## config.mk

```make
export PLATFORM = sky130hd
export DESIGN_NAME = serial_adder
export DESIGN_NICKNAME = d
export VERILOG_FILES = /design/src/rtl/serial_adder.sv
export SDC_FILE = /design/constraint.sdc
export NUM_CORES = 1
export LEC_CHECK = 0
export BUFFER_PORTS_ARGS = -buffer_cell sky130_fd_sc_hd__buf_2
export CAP_MARGIN = 20
export CORE_UTILIZATION = 45
export DETAILED_ROUTE_END_ITERATION = 7
export GPL_TIMING_DRIVEN = 1
export PLACE_DENSITY = 0.71
export SETUP_SLACK_MARGIN = 0.2
export SYNTH_ARGS = -nofsm -noshare
export SYNTH_HDL_FRONTEND = slang
export SYNTH_SLANG_ARGS = --single-unit
export TNS_END_PERCENT = 30
```

## constraint.sdc

```tcl
create_clock -name clk -period 1.7 [get_ports clk]
set_clock_uncertainty 0.2 [all_clocks]
set_input_delay 0.425 -clock clk [delete_from_list [all_inputs] [get_ports clk]]
set_output_delay 0.425 -clock clk [all_outputs]
set_load 0.01 [all_outputs]
```

## src/rtl/serial_adder.sv

```systemverilog
`default_nettype none
// ============================================================================
// Module      : serial_adder
// Description : Multi-cycle WIDTH-bit adder, CHUNK bits per clock through a
//               registered carry, with valid/ready handshakes on both sides.
// Revision    : 1.0 - initial release
// ============================================================================
module serial_adder #(
    parameter int WIDTH  = 8,
    parameter int CHUNK  = 1,
    parameter int SIGNED = 0
) (
    input  logic             clk,
    input  logic             reset,
    input  logic             in_valid,
    output logic             in_ready,
    input  logic [WIDTH-1:0] a,
    input  logic [WIDTH-1:0] b,
    input  logic             carry_in,
    output logic             out_valid,
    input  logic             out_ready,
    output logic [WIDTH-1:0] sum,
    output logic             carry,
    output logic             overflow
);

    localparam int c_steps = WIDTH / CHUNK;
    localparam int c_cnt_w = $clog2(c_steps) + 1;
    localparam logic [c_cnt_w-1:0] c_last = c_cnt_w'(c_steps - 1);

    localparam logic [1:0] c_st_idle = 2'd0;
    localparam logic [1:0] c_st_add  = 2'd1;
    localparam logic [1:0] c_st_done = 2'd2;

    generate
        if (WIDTH < 1 || CHUNK < 1 || (WIDTH % CHUNK) != 0) begin : g_bad_chunk
            $error("serial_adder: CHUNK must be >= 1 and divide WIDTH");
        end
    endgenerate

    logic [1:0]         r_state;
    logic [1:0]         w_state_next;
    logic [c_cnt_w-1:0] r_cnt;
    logic [WIDTH-1:0]   r_a;
    logic [WIDTH-1:0]   r_b;
    logic               r_c;
    logic [CHUNK:0]     w_chunk;
    logic [WIDTH-1:0]   w_a_next;
    logic               w_msb_cin;
    logic               w_ovf;
    logic               w_last;

    assign w_chunk   = {1'b0, r_a[CHUNK-1:0]} + {1'b0, r_b[CHUNK-1:0]} + (CHUNK+1)'(r_c);
    // r_a doubles as the sum shift register: result chunks enter at the top
    // as operand chunks leave at the bottom.
    assign w_a_next  = WIDTH'({w_chunk[CHUNK-1:0], r_a} >> CHUNK);
    assign w_msb_cin = r_a[CHUNK-1] ^ r_b[CHUNK-1] ^ w_chunk[CHUNK-1];
    assign w_ovf     = (SIGNED != 0) ? (w_msb_cin ^ w_chunk[CHUNK]) : w_chunk[CHUNK];
    assign w_last    = (r_cnt == c_last);

    always_ff @(posedge clk or posedge reset) begin
        if (reset) begin
            r_state <= c_st_idle;
        end else begin
            r_state <= w_state_next;
        end
    end

    always_comb begin
        w_state_next = r_state;
        in_ready     = 1'b0;
        out_valid    = 1'b0;
        case (r_state)
            c_st_idle: begin
                in_ready = !reset;
                if (in_valid) begin
                    w_state_next = c_st_add;
                end
            end
            c_st_add: begin
                if (w_last) begin
                    w_state_next = c_st_done;
                end
            end
            c_st_done: begin
                out_valid = 1'b1;
                if (out_ready) begin
                    w_state_next = c_st_idle;
                end
            end
            default: w_state_next = c_st_idle;
        endcase
    end

    always_ff @(posedge clk or posedge reset) begin
        if (reset) begin
            r_cnt    <= '0;
            r_a      <= '0;
            r_b      <= '0;
            r_c      <= 1'b0;
            sum      <= '0;
            carry    <= 1'b0;
            overflow <= 1'b0;
        end else begin
            case (r_state)
                c_st_idle: begin
                    if (in_valid) begin
                        r_a   <= a;
                        r_b   <= b;
                        r_c   <= carry_in;
                        r_cnt <= '0;
                    end
                end
                c_st_add: begin
                    r_a   <= w_a_next;
                    r_b   <= r_b >> CHUNK;
                    r_c   <= w_chunk[CHUNK];
                    r_cnt <= r_cnt + c_cnt_w'(1);
                    if (w_last) begin
                        sum      <= w_a_next;
                        carry    <= w_chunk[CHUNK];
                        overflow <= w_ovf;
                    end
                end
                default: ;
            endcase
        end
    end

endmodule
`default_nettype wire

```

Yosys cells after proc, flatten, opt, wreduce, memory -nomap -nowiden
Cells that the tools add are included.

operators by class
  $add $sub $neg = 3
  eq/ne operators = 6
  multiplexer cells = 14
  reductions and logical operators = 6

operator list
  cell                 number
  $pmux 8 s2           2
  $mux 8               2
  $pmux 4 s2           1
  $mux 2               3
  $ne 2x2->1 const B   3
  $pmux 2 s3           1
  $add 4x1->4 const B  1
  $eq 4x3->1 const B   1
  $mux 4               1
  $reduce_and 2->1     2
  $mux 1               3
  $reduce_and 3->1     1
  $add 1x1->2          1
  $add 2x1->2          1
  $eq 2x1->1 const B   1
  $eq 2x2->1 const B   1
  $logic_not 2->1      1
  $pmux 1 s2           1
  $reduce_bool 2->1    1
  $logic_not 1->1      1

word-level totals
  flip-flop bits (word level) = 32
  logic and storage cells = 36

Depth between registers and ports, before layout
  word-level depth = 3
  gate-level depth with buffers = 5
  mapped depth without buffers = 4

Worst setup path before layout
OpenSTA, ideal clock, no wires.

  path type = reg-to-output
  from = register r_state[1]
  to = output port in_ready
  data arrival time = 1.055 ns
  setup slack = 0.020 ns
  cell stages (with the launch flop) = 4
  path buffers = 2
  cells stage by stage = dfrtp_1 -> buf_2 -> clkbuf_1 -> nor3_1

between the ends
  longest elaborated chain between the ends = 2

RTL lines
  element                 line  source
  from (decl)             41    logic [1:0] r_state;
  from (signal assigned)  63    r_state <= c_st_idle;
  from (signal assigned)  65    r_state <= w_state_next;
  $logic_not 2->1         73    case (r_state)
  $mux 1                  73
  to (decl)               16    output logic in_ready,

Every way passes these cells.

Worst setup path after layout
Ends and elaborated chain as after synthesis.

==> results by group <==
Run status
  – Status: finished, violations left
  – Failing checks: negative setup slack

Yosys
  – Seq/Total Area, Yosys: 52.42%
  – Post-synth EDFFs: 0
  – Async set or reset register ratio after synthesis: 100.0%
  – Synth unique cells: 25
  – Area contributors post-synth: dfrtp_1 (52%), nor2b_1 (7.0%), a22oi_1 (6.9%)
  – Post-synth top area cell: dfrtp_1
  – Net Count, Synth: 165
  – Cell with the most instances after synthesis: dfrtp_1
  – Post-synth top cells: dfrtp_1 (32), o21ai_0 (18), nor2b_1 (17), a21oi_1 (16), a22oi_1 (14)
  – Post-Syn Area: 1528 um^2
  – Mapped Cells: ~140
  – Syn Area/Cell: 10.76 um^2
  – Synth top area share: 52.42%
  – Seq cells post-synth: 32
  – Dominant synthesized flop cell: dfrtp_1
  – Synth warnings: 0

Timing
  – # setup viols final: 11
  – Slew @ Worst Pin: 0.4078 ns
  – RSZ-0062 raised after global routing: true
  – Final Cycle Share: 106.0%
  – Final Hold Viols: 0
  – Final setup margin: -0.1020 ns
  – Slew HR: 72.81%
  – Max-slew violation count: 0
  – Max Freq: 554.9 MHz
  – Fin Setup TNS: -0.5652 ns
  – Final min period: 1.802 ns

Power and ir drop
  – Final Power: 3.247 mW
  – Int Pwr: 2.059 mW
  – Maximum vdd ir drop: 861.0 uV
  – Comb pwr share: 43.4%
  – Switching Share: 36.58%
  – Switching pwr: around 1.2 mW
  – Leakage: 0.9577 nW
  – PD cells: 1611 nW/um^2
  – Clk pwr share: approximately 14%
  – Register share of total power: 42.3%

Clock network
  – CTS buffer count: 5
  – Clock latency at the later pin of the worst-skew pair: 0.34 ns
  – Clock-pin slew on the worst setup and hold paths: 0.11 ns
  – H-tree Lvls: 2
  – CTS root buf: clkbuf_4
  – Clock tree buffer depth: 2
  – Clk sinks: 32
  – CTS tree: yes

Global routing
  – Overflow after GRT: 0
  – Vias in the first global route: roughly 1200
  – Initial antenna violation count: 0
  – First-pass GRT wire length: 5644 um
  – Largest net degree at the start of global routing: 33
  – GRT Overall Usage: a little over a fifth

Routing
  – Via-to-Cell Ratio: 5.387
  – First-pass iteration count of the detailed router: 4
  – Post-Route WL: 3540 um
  – Routed wirelength normalized by instance count: about 15 um
  – Final ANT Viol Nets: 0
  – Via count: 1266
  – First DRT Iteration DRCs: 43
  – Drc violations: 0

Final layout
  – Area of the multi-input gates: 743.2 um^2
  – Final Non-Filler Cells: 235
  – Fillcell total: 266
  – Nets@finish: around 210
  – Diode count: 0
  – Fin area: 2016 um^2
  – Core Util, Final: 64.44%
  – Syn-to-layout area delta: 31.94%
  – Register area: 800.8 um^2
  – Share of layout cells above drive strength 1: 39.27%

Setup path
  – Reg2reg path depth: 5
  – CP cell instances: buf_6, nor3_2, buf_2
  – Critical Path RT: 1.07 ns
  – Slowest stage delay, CP: about 0.43 ns
  – Crit path max fanout: 3
  – CP arrival: 1.18 ns
  – WS Path Type: flop to output pin
  – CP max stage cell: dfrtp_1
  – Startpoint types: flop
  – CP Capture Type: output pin

Floorplanning
  – Die Area: 3632 um^2
  – Chip width: between 60 and 70 um
  – # rows: 20
  – Initial core utilization: 48.84%
  – Core ar.: around 3100 um^2
  – Die Y: 60.27 um
  – IO Pins: 33

Place
  – DP Area: 1785 um^2
  – Placed cell count: 219
  – DP HPWL: 2262 um
  – Placer congestion estimate: around 0.73
  – Port bufs: 32

Min path
  – Worst min-delay path category: input pin to flop
  – Hold Path Stages: 3

Job
  – Total of max-cap violations: 0
==> layout by cell type, fill, tap and decap left out, types with 2 or more instances in the layout <==
cell,n
nor2b_1,13
o21ai_1,15
and3b_1,2
mux2_2,7
a21oi_1,16
buf_2,31
buf_6,8
dfrtp_1,32
buf_4,8
nor2b_4,4
a22o_1,2
a22oi_1,13
mux2_4,2
nand3_1,2
clkbuf_4,5
o21ai_0,3
clkbuf_1,2
inv_1,2
nand2_1,7
==> through the flow <==
step | hold WS [ns] | worst slack [ns]
floorplan | 0.2502 | 0.06949
global placement | 0.2688 | 0.03584
detailed placement | 0.2902 | -0.02258
CTS | 0.1367 | -0.08898
global route | 0.1566 | -0.1496
finish | 0.1445 | -0.1020
==> worst max-delay path: cells and delay by family, from the launching register on <==
kind | cells | cell delay (ns)
simple gates | 1 | 0.13
buf+inv | 2 | 0.28
flops | 1 | 0.43
==> worst paths after layout <==
check                           startpoint          to  slack (ns)
worst min register to register      sum[5]      sum[5]        0.31
max in group asynchronous            reset      sum[2]        0.49
worst min-delay path             out_ready  r_state[1]        0.14
min in group asynchronous            reset      r_b[5]        0.51
worst max-delay path            r_state[1]    in_ready       -0.10
worst max register to register  r_state[1]      sum[7]       -0.07
==> area by class of cell <==
| class | count | area share [%] |
|---|---|---|
| Sequential cell | 32 | 39.73 |
| Clock buffer | 8 | 2.917 |
| Timing Repair Buffer | 50 | 17.38 |
| Tap cell | 44 | 2.731 |
| Multi-Input combinational cell | 99 | 36.87 |
| Inverter | 2 | 0.3724 |
==> kinds of logic (layout without fill, tap and decap cells) <==
kind of cell / after synthesis / after routing / share of synthesized area [%]
AO/OA/AOI/OAI: 53 / 53 / 20.97
adder cells (fa/ha/maj): 2 / 2 / 2.129
buffers and inverters: 11 / 60 / 3.522
AND/OR/NAND/NOR: 34 / 34 / 13.68
flip-flops: 32 / 32 / 52.42
multiplexers: 10 / 10 / 7.289
==> state kept, by name, indices dropped and copies added, names as in the netlist <==
signal / flops
overflow: 1
r_a: 8
r_b: 8
r_c: 1
r_cnt: 4
r_state: 2
sum: 8
==> power groups by stage <==
stage               Sequential [mW]  Combinational, mW  Clock [mW]
floorplan                      1.35              0.810           0
global placement               1.35               1.13           0
detailed placement             1.37               1.16           0
CTS                            1.35               1.29       0.478
global route                   1.41               1.55       0.504
finish                         1.37               1.41       0.464
==> repair_timing <==
item / CTS / global route
gates cloned: 0 / 0
resized for setup: 18 / 22
setup endpoints to repair: 29 / 39
hold endpoints to repair: 32 / 0
setup buffers: 5 / 2
pin swaps: 5 / 12
hold buffers: 1 / 0
==> per-layer routing <==
| metal | GRT usage [%] | vias up | routed length (um) |
|---|---|---|---|
| met3 | 4.545 | 10 | 109 |
| met5 | 0 | - | 0 |
| li1 | - | 609 | - |
| met1 | 29.09 | 618 | 1670 |
| met4 | 13.29 | 0 | 89 |
| met2 | 32.97 | 29 | 1671 |
(Power assumes the default switching activity.)
